[config.mk]
export PLATFORM = sky130hd
export DESIGN_NAME = band_energy_detector
export DESIGN_NICKNAME = d
export VERILOG_FILES = /design/src/rtl/band_energy_detector.sv
export SDC_FILE = /design/constraint.sdc
export NUM_CORES = 1
export LEC_CHECK = 0
export ABC_AREA = 1
export ABC_CLOCK_PERIOD_IN_PS = 2900
export CAP_MARGIN = 10
export CORE_MARGIN = 2
export CORE_UTILIZATION = 45
export DETAILED_ROUTE_END_ITERATION = 10
export GPL_TIMING_DRIVEN = 0
export PLACE_DENSITY = 0.75
export SYNTH_ARGS = -nofsm -noshare
export SYNTH_HDL_FRONTEND = slang
export SYNTH_SLANG_ARGS = --single-unit
[constraint.sdc]
create_clock -name clk_in -period 2.9 [get_ports clk_in]
set_input_delay 0.58 -clock clk_in [delete_from_list [all_inputs] [get_ports clk_in]]
set_output_delay 0.58 -clock clk_in [all_outputs]
set_load 0.05 [all_outputs]
[src/rtl/band_energy_detector.sv]
// ----------------------------------------------------------------------------
// band_energy_detector
//
// Purpose:
//   Tone detector that sits downstream of the bandpass filter. It rectifies
//   each valid sample and sums the magnitudes over fixed, non-overlapping
//   blocks of 2^LOG2_WINDOW samples. When a block completes, its average is
//   reported and compared against on/off thresholds with hysteresis to drive
//   a tone-present flag.
//
// Ports:
//   clk_in            : system clock
//   rst_in            : synchronous, active-high reset
//   y_in              : signed filter sample, SIG_WIDTH+1 bits
//   y_in_valid        : one-cycle qualifier, y_in sampled on the same edge
//   on_thresh_in      : unsigned assert threshold (sampled in REPORT only)
//   off_thresh_in     : unsigned deassert threshold (sampled in REPORT only)
//   energy_out        : unsigned block-average magnitude, held between reports
//   energy_valid_out  : one-cycle pulse when energy_out updates
//   detect_out        : tone-present level
//   detect_change_out : one-cycle pulse when detect_out toggles
//
// Timing:
//   Edge k samples the block-completing valid and latches the window sum.
//   Edge k+1 ends the one-cycle REPORT state and registers the decision.
//   Edge k+2 moves the decision onto the output registers.
// ----------------------------------------------------------------------------
module band_energy_detector #(
    parameter int SIG_WIDTH   = 8,
    parameter int LOG2_WINDOW = 6
) (
    input  logic                 clk_in,
    input  logic                 rst_in,
    input  logic [SIG_WIDTH:0]   y_in,
    input  logic                 y_in_valid,
    input  logic [SIG_WIDTH:0]   on_thresh_in,
    input  logic [SIG_WIDTH:0]   off_thresh_in,
    output logic [SIG_WIDTH:0]   energy_out,
    output logic                 energy_valid_out,
    output logic                 detect_out,
    output logic                 detect_change_out
);

    // Sum of 2^LOG2_WINDOW magnitudes of at most 2^SIG_WIDTH each.
    localparam int ACC_W = SIG_WIDTH + 1 + LOG2_WINDOW;

    typedef enum logic {
        ACCUM  = 1'b0,
        REPORT = 1'b1
    } state_t;

    state_t                   state_q, state_d;
    logic [ACC_W-1:0]         acc_q, acc_d;
    logic [LOG2_WINDOW-1:0]   cnt_q, cnt_d;
    logic [ACC_W-1:0]         win_q, win_d;

    // Decision stage, written at the end of the REPORT cycle.
    logic [SIG_WIDTH:0]       avg_q, avg_d;
    logic                     avg_valid_q, avg_valid_d;
    logic                     det_q, det_d;
    logic                     det_chg_q, det_chg_d;

    // Output stage.
    logic [SIG_WIDTH:0]       energy_out_q, energy_out_d;
    logic                     energy_valid_out_q, energy_valid_out_d;
    logic                     detect_out_q, detect_out_d;
    logic                     detect_change_out_q, detect_change_out_d;

    logic [SIG_WIDTH:0]       mag;
    logic [ACC_W-1:0]         acc_plus_mag;
    logic [SIG_WIDTH:0]       avg;

    // Two's-complement negate at full input width: the most negative value
    // maps onto 2^SIG_WIDTH, which is representable as an unsigned result.
    always_comb begin
        if (y_in[SIG_WIDTH]) begin
            mag = ~y_in + {{SIG_WIDTH{1'b0}}, 1'b1};
        end else begin
            mag = y_in;
        end
    end

    assign acc_plus_mag = acc_q + {{LOG2_WINDOW{1'b0}}, mag};

    // Truncating divide by the block length; upper bits fit SIG_WIDTH+1.
    assign avg = win_q[ACC_W-1:LOG2_WINDOW];

    always_comb begin
        state_d             = ACCUM;
        acc_d               = acc_q;
        cnt_d               = cnt_q;
        win_d               = win_q;
        avg_d               = avg_q;
        avg_valid_d         = 1'b0;
        det_d               = det_q;
        det_chg_d           = 1'b0;
        energy_out_d        = avg_q;
        energy_valid_out_d  = avg_valid_q;
        detect_out_d        = det_q;
        detect_change_out_d = det_chg_q;

        // Accumulation is independent of the FSM state so a valid landing in
        // the REPORT cycle becomes sample 0 of the next block.
        if (y_in_valid) begin
            if (cnt_q == '1) begin
                win_d   = acc_plus_mag;
                acc_d   = '0;
                cnt_d   = '0;
                state_d = REPORT;
            end else begin
                acc_d = acc_plus_mag;
                cnt_d = cnt_q + {{(LOG2_WINDOW-1){1'b0}}, 1'b1};
            end
        end

        if (state_q == REPORT) begin
            avg_d       = avg;
            avg_valid_d = 1'b1;
            if (!det_q && (avg >= on_thresh_in)) begin
                det_d     = 1'b1;
                det_chg_d = 1'b1;
            end else if (det_q && (avg < off_thresh_in)) begin
                det_d     = 1'b0;
                det_chg_d = 1'b1;
            end
        end
    end

    always_ff @(posedge clk_in) begin
        if (rst_in) begin
            state_q             <= ACCUM;
            acc_q               <= '0;
            cnt_q               <= '0;
            win_q               <= '0;
            avg_q               <= '0;
            avg_valid_q         <= 1'b0;
            det_q               <= 1'b0;
            det_chg_q           <= 1'b0;
            energy_out_q        <= '0;
            energy_valid_out_q  <= 1'b0;
            detect_out_q        <= 1'b0;
            detect_change_out_q <= 1'b0;
        end else begin
            state_q             <= state_d;
            acc_q               <= acc_d;
            cnt_q               <= cnt_d;
            win_q               <= win_d;
            avg_q               <= avg_d;
            avg_valid_q         <= avg_valid_d;
            det_q               <= det_d;
            det_chg_q           <= det_chg_d;
            energy_out_q        <= energy_out_d;
            energy_valid_out_q  <= energy_valid_out_d;
            detect_out_q        <= detect_out_d;
            detect_change_out_q <= detect_change_out_d;
        end
    end

    assign energy_out        = energy_out_q;
    assign energy_valid_out  = energy_valid_out_q;
    assign detect_out        = detect_out_q;
    assign detect_change_out = detect_change_out_q;

endmodule
# [Word level (Yosys, flattened, before mapping)]
# Index checks and enable logic that the tools add are counted.
# W data, S select, Z words.
[op_classes] add_sub_neg=3 magnitude_cmp=2 eq_ne=1 n_mux=9 bitwise_logic=3 n_reduce_logical=8
[ops] op="$add A15 B9 Y15" count=1
[ops] op="$mux W15" count=1
[ops] op="$add A9 B1 Y9 const B" count=1
[ops] op="$ge A9 B9 Y1" count=1
[ops] op="$lt A9 B9 Y1" count=1
[ops] op="$mux W9" count=1
[ops] op="$not A9 Y9" count=1
[ops] op="$add A6 B1 Y6 const B" count=1
[ops] op="$eq A6 B6 Y1 const B" count=1
[ops] op="$mux W1" count=6
[ops] op="$mux W6" count=1
[ops] op="$reduce_and A2 Y1" count=2
[ops] op="$reduce_or A2 Y1" count=2
[ops] op="$logic_and A1 B1 Y1" count=2
[ops] op="$not A1 Y1" count=2
[ops] op="$reduce_bool A2 Y1" count=1
[ops] op="$logic_not A1 Y1" count=1
[totals] ff_bits=61 in_bits=30 output_inout_bits=12 elab_cells=38

# [Depth between registers and ports, before layout]
# Gate-level depths: netlist (run 1).
[logic_depth] depth_word=5 mapped_depth=17 depth_no_buf=17

# [Least setup slack after synthesis (run 1)]
# No wires, ideal clock.
[synth_path] path_kind="input to register" startpoint="input port y_in[2]" endpoint="register acc_q[6]" setup_ns=0.132 arrival_ns=2.265 required_time_ns=2.768 path_slack_ns=0.502 path_stages=12 n_path_buf=0 path_cell_list="nor3_1 -> nor3b_1 -> or2_2 -> xor2_1 -> ha_1 -> nand2_1 -> inv_1 -> nand2_1 -> nand3_2 -> or2_2 -> nand3_1 -> a21oi_1"
[synth_via] elab_chain_cells=5
[synth_rtl] element="from (decl)" line_no="34" source="input logic [SIG_WIDTH:0] y_in,"
[synth_rtl] element="$not A9 Y9" line_no="77" source="mag = ~y_in + {{SIG_WIDTH{1'b0}}, 1'b1};"
[synth_rtl] element="$add A9 B1 Y9" line_no="77"
[synth_rtl] element="$mux W9 *" line_no="76" source="if (y_in[SIG_WIDTH]) begin"
[synth_rtl] element="$add A15 B9 Y15 *" line_no="83" source="assign acc_plus_mag = acc_q + {{LOG2_WINDOW{1'b0}}, mag};"
[synth_rtl] element="$mux W15 *" line_no="105" source="if (cnt_q == '1) begin"
[synth_rtl] element="to (signal assigned)" line_no="132" source="acc_q <= '0;"
[synth_rtl] element="to (signal assigned)" line_no="145" source="acc_q <= acc_d;"
[synth_rtl] element="to (decl)" line_no="53" source="logic [ACC_W-1:0] acc_q, acc_d;"
# Every way passes the cells marked *; elsewhere a longest branch is shown, timed or not.
# A chain may end at the register's enable or synchronous reset.

# [Worst setup path after layout (run 1)]
[layout_path] startpoint="input port y_in[0]" endpoint="register acc_q[7]"
# Same word-level chain as after synthesis.

==> flow_summary.ini, run 1 <==
[detailed_routing]
ant_nets = 0
via_count = 2928
drtIter0Drc = 182
wl_microns = 7080
viasPerCell = 4.78
drc = 0
drt-wirelength-per-cell_microns = 11.6
drtPass1Iterations = 4

[timing]
max_freq_mhz = 356
slew_headroom_pct = 63.5
tightest_slew_ns = 0.547
min_period_ns = 2.81
post-route-period-util_pct = 96.8
finalSetupViolCount = 0
hold_viol = 0
final.setup_skew_ns = 0.0112
holdWs_ns = 0.415
rsz0062_at_grt = true
drv_slew = 0
finalWorstSetupSlack_ns = 0.0937

[synth]
yosys_warnings = 0
synthFlopType = dfxtp_1
syn_area_sq_um = 3200
synth-seq-cells = 55
synth_nets = 525
syn-instance-count = 465
synth_edf_count = 0
ys_seq_area_share_pct = 34.4
synth_cell_types = 36
synth.area.top_cells = dfxtp_1, nand2_1, ha_1
yosysMostFrequentCell = nand2_1
synth_async_sr_flop_share_pct = 0
yosys.area.top_type_share_pct = 34.4
yosysTopAreaCell = dfxtp_1
synth_commonest_cells = nand2_1, inv_1, dfxtp_1
syn_avg_cell_area_sq_um = 6.88

[grt]
grt.total_usage_pct = 19.2
grt_pass1_vias = 2726
grt_pass1_wl_microns = 11900
antenna_found_initial = 0
grt_start_max_net_pins = 19
grt.overflow.total = 0

[power_and_ir_drop]
ir_drop_v = 0.000221
power_mw = 1.55
switchingPower_mw = 0.467
intPower_mw = 1.08
p_leak_nw = 1.87
netSwitchingFraction_pct = 30.1
power_frac_seq_pct = 50.7
pwr-share-comb_pct = 21.0
clockPowerShare_pct = 28.3
power.density_nw_per_um2 = 400

[cells_and_area]
antenna_cells = 0
area_growth_pct = 21.3
drive_gt1_share_pct = 7.56
post-route-cell-area_sq_um = 3880
fill_cells = 672
layout.nets = 575

[critical_path]
reg2reg_to = acc_q[8]$_SDFFE_PP0P_
cp_slowest_cell = clkdlybuf4s50_1
worstPathArrival_ns = 3.05
rr_worst_depth = 10
critPathMaxFanout = 4
crit_chain = clkdlybuf4s50_1 -> inv_1 -> ha_1 -> nand2_1 -> nor2_1 -> nand2_1 -> nand2_1 -> xor2_1 -> ha_1 -> nand2_1 -> nor2_1 -> nand2_1 -> nand2_1 -> xor2_2 -> nand2_1 -> a21oi_2
startpoint_type = primary input
critPathRequiredTime_ns = 3.15
path_common_cell = nand2_1
timing.rr.start = acc_q[0]$_SDFFE_PP0P_
critPathCaptureType = flop
rrSetupSlack_ns = 1.06
slowest_delay_ns = 0.54
path_class = primary input to flop

[floorplanning]
core_area_sq_um = 6830
die_width_microns = 88.3
num_rows = 30
dieArea_sq_um = 7800
die_h_microns = 88.3
ios = 42
start_util_pct = 46.8

[status]
status = finished clean

[clocking]
clk_latency_ns = 0.31
htreeDepth = 2
cts.sinks = 55
cts-root-buf = clkbuf_8
clk_pin_slew_ns = 0.11
hold_buffers = 0
cts_tree = done
cts_inserted_buffers = 5
cts_buffer_depth = 2

[job]
cap_violations = 0

[place]
io_buffers = 41
dpl_worst_slack_ns = -0.182
gp_congestion = 0.900
hpwl_microns = 5470
dpl_cell_area_sq_um = 3730

[worst_hold_path]
hold_path.startpoint = avg_valid_q$_SDFF_PP0_
hp-class = flop to flop
worstHoldEndpoint = energy_valid_out$_SDFF_PP0_
hold_path_depth = 2
## per-layer routing
layer	up-vias	track usage, %	part of all wire, %
met5	-	0	0
met4	0	2.62	0.73
met3	4	3.73	3.7
met2	48	33.2	48
met1	1321	25.5	47
li1	1555	-	-
## power groups by stage
stage / registers [mW] / clock network, mW / logic, mW
after floorplan: 0.800 / 0 / 0.208
after global placement: 0.802 / 0 / 0.294
after detailed placement: 0.803 / 0 / 0.304
after CTS: 0.786 / 0.446 / 0.306
after global routing: 0.788 / 0.475 / 0.366
final: 0.786 / 0.439 / 0.325
## kinds of logic (layout without fill, tap and decap cells)
kind of cell               after synthesis  count (layout)  synth area share [%]
adders and majority gates               30              30                  12.0
DFF                                     55              55                  34.4
and+or+nand+nor                        222             222                  30.0
xor gates and xnor gates                 7               7                  1.92
buffers and inverters                   97             148                  11.8
AOI/OAI and AO/OA                       54              54                  9.89
## area by class of cell
cell class / count / area [sq um] / share of cell area, %
Timing Repair Buffer: 43 / 425 / 11.0
Tap cell: 96 / 120 / 3.10
Multi-Input combinational cell: 313 / 1760 / 45.4
Clock inverter: 3 / 23.8 / 0.613
Clock buffer: 5 / 68.8 / 1.77
Inverter: 90 / 338 / 8.71
Sequential cell: 55 / 1100 / 28.4
Buffer: 7 / 41.3 / 1.06
## worst max path at each step
| stage | from | slack, ns | depth (start not counted) | end |
|---|---|---|---|---|
| floorplan | y_in[2] | 0.50 | 12 | acc_q[6]$_SDFFE_PP0P_ |
| global placement | y_in[2] | -0.18 | 13 | win_q[6]$_SDFFE_PP0P_ |
| detailed placement | y_in[0] | -0.18 | 16 | acc_q[7]$_SDFFE_PP0P_ |
| CTS | y_in[2] | 0.13 | 13 | win_q[6]$_SDFFE_PP0P_ |
| global route | y_in[0] | -0.04 | 16 | win_q[7]$_SDFFE_PP0P_ |
| finish | y_in[0] | 0.09 | 16 | acc_q[7]$_SDFFE_PP0P_ |
## worst max-delay path: cells and delay by family
family	cells	cell delay, ns
adder cells (fa/ha/maj)	2	0.55
AND/OR/NAND/NOR	9	0.86
AO/OA/AOI/OAI	1	0.11
buffers and inverters	2	0.60
XOR/XNOR	2	0.34
## cell usage in the layout, fill, tap and decap left out, types with 2 or more instances in the layout
cell	count
inv_2	5
ha_1	29
o22a_1	5
clkdlybuf4s50_1	41
buf_2	3
a21o_1	2
nand4_1	4
o21ai_0	13
nor3_1	2
a21oi_2	2
a21oi_1	28
nand3_1	34
inv_1	85
buf_4	3
xor2_2	2
xor2_1	4
dfxtp_1	55
nand2_1	119
nand3_2	5
clkbuf_8	5
clkinvlp_4	2
or2_2	2
nor2_1	46
## state kept, by name (all words and copies together), names as in the netlist
name	flops
acc_q	15
avg_q	9
avg_valid_q	1
cnt_q	6
det_chg_q	1
det_q	1
detect_change_out	1
detect_out	1
energy_out	9
energy_valid_out	1
state_q	1
win_q	9
## through the flow
stage / instances / utilization [%] / TNS [ns]
floorplan: 465 / - / 0
global placement: 602 / 54.6 / -1.38
detailed placement: 602 / 54.6 / -2.14
CTS: 610 / 56.0 / 0
global route: 612 / 56.8 / -0.174
finish: 612 / 56.8 / 0
## repair_timing
item                                    in CTS  in global routing
resized for setup                            0                  8
buffers inserted                             0                  2
endpoints found under the setup margin       0                 17
Power figures use the tool's default switching activity.
==> run 2: changes to the inputs <==
--- a/config.mk
+++ b/config.mk
@@ -9,10 +9,11 @@
 export ABC_CLOCK_PERIOD_IN_PS = 2900
 export CAP_MARGIN = 10
 export CORE_MARGIN = 2
-export CORE_UTILIZATION = 45
+export CORE_UTILIZATION = 30
 export DETAILED_ROUTE_END_ITERATION = 10
+export GPL_ROUTABILITY_DRIVEN = 1
 export GPL_TIMING_DRIVEN = 0
-export PLACE_DENSITY = 0.75
+export PLACE_DENSITY = 0.57
 export SYNTH_ARGS = -nofsm -noshare
 export SYNTH_HDL_FRONTEND = slang
 export SYNTH_SLANG_ARGS = --single-unit
==> flow_summary.ini, run 2 (synthesis results as in run 1) <==
[status]
status = finished clean

[critical_path]
crit_chain = clkdlybuf4s50_1 -> inv_1 -> or2_2 -> xor2_1 -> ha_1 -> nand2_1 -> inv_1 -> nand2_1 -> nand3_2 -> or2_2 -> nand3_1 -> o21ai_0
slowest_delay_ns = 0.56
path_class = primary input to flop
cp_slowest_cell = clkdlybuf4s50_1
critPathMaxFanout = 6
cp_num_buf_inv = 3
worstPathArrival_ns = 2.93
critPathCaptureType = flop
critPathRequiredTime_ns = 3.10
startpoint_type = primary input
path_delay_family = simple AND/OR/NAND/NOR gates
rrSetupSlack_ns = 1.06

[clocking]
cts-root-buf = clkbuf_8
clk_pin_slew_ns = 0.11
clk_latency_ns = 0.31
htreeDepth = 2
cts_tree = done
cts_inserted_buffers = 5
cts-resized-gates = 0
cts_buffer_depth = 2
hold_buffers = 0
cts_setup_buffers = 0
cts.sinks = 55

[cells_and_area]
largest-register = acc_q
largest_reg_flops = 15
layout.nets = 573
mostFrequentLayoutCell = nand2_1
finish.utilization_pct = 37.8
drive_gt1_share_pct = 7.20
seqCellArea_sq_um = 1100
area_growth_pct = 22.1
multiInputGateArea_sq_um = 1750
fill_cells = 1102
antenna_cells = 0
final_cell_mix = nand2_1, inv_1, dfxtp_1, nor2_1, clkdlybuf4s50_1

[timing]
setup_tns_ns = 0
hold_viol = 0
tightest_slew_ns = 0.580
drv_slew = 0
min_period_ns = 2.73
slew_headroom_pct = 61.3
post-route-period-util_pct = 94.1
finalSetupViolCount = 0
holdWs_ns = 0.406
max_freq_mhz = 367
final.setup_skew_ns = 0.00781
finalWorstSetupSlack_ns = 0.172

[floorplanning]
ios = 42
start_util_pct = 31.0
dieArea_sq_um = 11500
num_rows = 37
die_width_microns = 107
die_h_microns = 107
core_area_sq_um = 10300

[detailed_routing]
drt-wirelength-per-cell_microns = 11.0
drc = 0
viasPerCell = 4.46
via_count = 2901
wl_microns = 7180
ant_nets = 0
drtPass1Iterations = 4
drtIter0Drc = 73

[grt]
antenna_found_initial = 0
grt.total_usage_pct = 13.0
grt_pass1_vias = 2701
met1_usage_pct = 16.1
grt.met2_usage_pct = 23.1
use_met3_pct = 2.24
top_usage_layer = met2
grt_start_max_net_pins = 19
grt.overflow.total = 0
grt_pass1_wl_microns = 12000

[power_and_ir_drop]
intPower_mw = 1.08
power_frac_seq_pct = 50.9
p_leak_nw = 1.86
switchingPower_mw = 0.464
ir_drop_v = 0.000188
power_mw = 1.54
clockPowerShare_pct = 28.6
power.density_nw_per_um2 = 395
pwr-share-comb_pct = 20.5
netSwitchingFraction_pct = 30.1

[job]
cap_violations = 0

[place]
io_buffers = 41
hpwl_microns = 5680
dpl_worst_slack_ns = -0.219
gp_congestion = 0.872

[worst_hold_path]
hp-class = flop to flop
-- run 2: worst reg2reg max path: stages, from the launching register on --
cell      delay [ns]
dfxtp_1         0.34
ha_1            0.21
inv_1           0.07
fa_1            0.35
inv_1           0.12
nand3_1         0.08
nand3_1         0.15
nand3_1         0.13
nand3b_1        0.12
nand3_1         0.08
a21oi_1         0.12
-- run 2: layout make-up --
type | count | area share [%]
sequential | 55 | 28.2
timing repair buffer | 41 | 10.6
inverter | 90 | 8.65
buffer | 7 | 1.06
clock buffer | 5 | 1.76
clock inverter | 3 | 0.577
tap | 136 | 4.36
multi-input combinational | 313 | 44.8
-- run 2: worst paths after layout --
path                          from  depth (start not counted)                      endpoint
max                        y_in[8]                         12         win_q[6]$_SDFFE_PP0P_
min reg2reg   det_chg_q$_SDFF_PP0_                          2  detect_change_out$_SDFF_PP0_
max reg2reg  acc_q[0]$_SDFFE_PP0P_                         10         acc_q[8]$_SDFFE_PP0P_
min           det_chg_q$_SDFF_PP0_                          2  detect_change_out$_SDFF_PP0_
-- run 2: power by group through the flow --
stage | registers, mW | logic [mW] | clock network [mW]
floorplan | 0.800 | 0.208 | 0
global placement | 0.802 | 0.303 | 0
detailed placement | 0.803 | 0.306 | 0
CTS | 0.785 | 0.308 | 0.460
global route | 0.788 | 0.361 | 0.490
finish | 0.785 | 0.316 | 0.442
-- run 2: through the flow --
stage | area, sq um | instances
floorplan | 3200 | 465
global placement | 3780 | 642
detailed placement | 3780 | 642
CTS | 3870 | 650
global route | 3910 | 650
finish | 3910 | 650
-- run 2: routing by layer --
layer  vias up  part of all wire, %
met3         2                  4.2
met2        53                   47
li1       1555                    -
met1      1291                   48
met4         0                 0.43
met5         -                    0
==> run 3: changes to the inputs <==
--- a/config.mk
+++ b/config.mk
@@ -6,14 +6,17 @@
 export NUM_CORES = 1
 export LEC_CHECK = 0
 export ABC_AREA = 1
-export ABC_CLOCK_PERIOD_IN_PS = 2900
+export ABC_CLOCK_PERIOD_IN_PS = 3370
 export CAP_MARGIN = 10
+export CELL_PAD_IN_SITES_DETAIL_PLACEMENT = 0
+export CELL_PAD_IN_SITES_GLOBAL_PLACEMENT = 2
 export CORE_MARGIN = 2
 export CORE_UTILIZATION = 30
+export CTS_CLUSTER_SIZE = 30
 export DETAILED_ROUTE_END_ITERATION = 10
 export GPL_ROUTABILITY_DRIVEN = 1
 export GPL_TIMING_DRIVEN = 0
-export PLACE_DENSITY = 0.57
+export PLACE_DENSITY = 0.86
 export SYNTH_ARGS = -nofsm -noshare
 export SYNTH_HDL_FRONTEND = slang
 export SYNTH_SLANG_ARGS = --single-unit
==> constraint.sdc (replaced) <==
create_clock -name clk_in -period 3.37 [get_ports clk_in]
set_input_delay 0.674 -clock clk_in [delete_from_list [all_inputs] [get_ports clk_in]]
set_output_delay 0.674 -clock clk_in [all_outputs]
set_load 0.05 [all_outputs]
==> flow_summary.ini, run 3 (synthesis results as in run 1) <==
[clocking]
cts-resized-gates = 0
cts_setup_buffers = 0
clk_latency_ns = 0.32
cts-root-buf = clkbuf_8
cts_buffer_depth = 2
cts.sinks = 55
cts_tree = done
clk_pin_slew_ns = 0.11
cts_inserted_buffers = 5
htreeDepth = 2
hold_buffers = 0

[timing]
finalSetupViolCount = 0
final.setup_skew_ns = 0.0133
max_freq_mhz = 334
slew_headroom_pct = 60.5
min_period_ns = 3.00
finalWorstSetupSlack_ns = 0.372
tightest_slew_ns = 0.592
drv_slew = 0
setup_tns_ns = 0
rsz0062_at_grt = false
hold_viol = 0
post-route-period-util_pct = 89.0

[cells_and_area]
drive_gt1_share_pct = 5.64
antenna_cells = 0
largest_reg_flops = 15
fill_cells = 1125
layout.nets = 573
area_growth_pct = 21.0
mostFrequentLayoutCell = nand2_1
final_cell_mix = nand2_1, inv_1, dfxtp_1, nor2_1, clkdlybuf4s50_1
post-route-cell-area_sq_um = 3870
largest-register = acc_q

[grt]
grt.overflow.total = 0
grt_start_max_net_pins = 19
grt_pass1_wl_microns = 12900
antenna_found_initial = 0
grt.total_usage_pct = 14.3
grt_pass1_vias = 2725

[detailed_routing]
drc = 0
drtPass1Iterations = 4
ant_nets = 0
wl_microns = 7610
drtIter0Drc = 117
via_count = 2874
drt-wirelength-per-cell_microns = 11.7
viasPerCell = 4.42

[critical_path]
critPathCaptureType = flop
startpoint_type = primary input
path_class = primary input to flop
crit_path_start = y_in[0]
rr_worst_depth = 11
critPathRequiredTime_ns = 3.62
worstPathArrival_ns = 3.24
timing.rr.start = acc_q[0]$_SDFFE_PP0P_
slowest_delay_ns = 0.46
path_common_cell = nand2_1
critPathMaxFanout = 5
crit_chain = clkdlybuf4s50_1 -> inv_1 -> ha_1 -> nand2_1 -> nor2_1 -> nand2_1 -> nor4_1 -> ha_1 -> a21oi_1 -> a21boi_1 -> nand2_1 -> nand2_1 -> nand3_1 -> a21oi_1
reg2reg_to = win_q[12]$_SDFFE_PP0P_
rrSetupSlack_ns = 1.53
endpoint = acc_q[9]$_SDFFE_PP0P_
cp_slowest_cell = clkdlybuf4s50_1

[place]
hpwl_microns = 6090
dpl_worst_slack_ns = -0.0195
gp_congestion = 0.845
io_buffers = 41
dpl_cell_area_sq_um = 3780

[floorplanning]
die_width_microns = 107
dieArea_sq_um = 11500
core_area_sq_um = 10300
start_util_pct = 31.0
num_rows = 37
die_h_microns = 107
ios = 42

[power_and_ir_drop]
power.density_nw_per_um2 = 344
ir_drop_v = 0.000181
p_leak_nw = 1.85

[job]
cap_violations = 0

[status]
status = finished clean

[worst_hold_path]
hp-class = flop to flop
-- run 3: cell count changes in the layout (fill, tap and decap cells not counted), moves of 2 or more --
cell and change:
nor2_1 +2, nand2_2 -2, nor2_2 -2, nand2_1 +2
-- run 3: power breakdown --
part / switching [mW] / total [mW] / internal, mW
Clock: 0.240 / 0.391 / 0.151
Sequential: 0.00977 / 0.676 / 0.666
Combinational: 0.157 / 0.266 / 0.109
Total: 0.407 / 1.33 / 0.925
-- run 3: per-layer routing --
metal | track usage (%) | share of wire, % | vias up
li1 | - | - | 1551
met1 | 18.7 | 49 | 1263
met2 | 24.4 | 46 | 56
met3 | 2.48 | 4.3 | 4
met4 | 3.34 | 0.88 | 0
met5 | 0 | 0 | -
-- run 3: worst min-delay path by stage --
stage	end	cells past startpoint	slack, ns	from
after global placement	energy_valid_out$_SDFF_PP0_	2	0.40	avg_valid_q$_SDFF_PP0_
final	energy_valid_out$_SDFF_PP0_	2	0.41	avg_valid_q$_SDFF_PP0_
after floorplan	detect_change_out$_SDFF_PP0_	2	0.39	det_chg_q$_SDFF_PP0_
after global routing	energy_out[1]$_SDFF_PP0_	2	0.44	avg_q[1]$_SDFFE_PP0P_
after CTS	energy_valid_out$_SDFF_PP0_	2	0.41	avg_valid_q$_SDFF_PP0_
after detailed placement	energy_valid_out$_SDFF_PP0_	2	0.40	avg_valid_q$_SDFF_PP0_
-- run 3: final cells by class --
type                    count  area [sq um]  share of cell area (%)
inverters                  90           338                    8.72
repair buffers             41           410                    10.6
plain buffers               7          41.3                    1.07
clock inverters             3          23.8                   0.614
well taps                 136           170                    4.39
multi-input cells         313          1720                    44.4
clock buffers               5          68.8                    1.78
flip-flops and latches     55          1100                    28.4
-- run 3: through the flow --
stage	hold WS (ns)	power [mW]	instances	util, %
2_1_floorplan	0.388	0.867	465	-
3_3_place_gp	0.396	0.958	642	36.6
3_5_place_dp	0.395	0.960	642	36.6
4_1_cts	0.413	1.36	650	37.5
5_1_grt	0.441	1.43	650	37.5
6_report	0.412	1.33	650	37.5
-- run 3: worst max-delay path: cells and delay by family --
kind,cells,cell delay (ns)
AO/OA/AOI/OAI,3,0.66
adder cells (fa/ha/maj),2,0.54
buffers and inverters,2,0.54
AND/OR/NAND/NOR,7,0.82
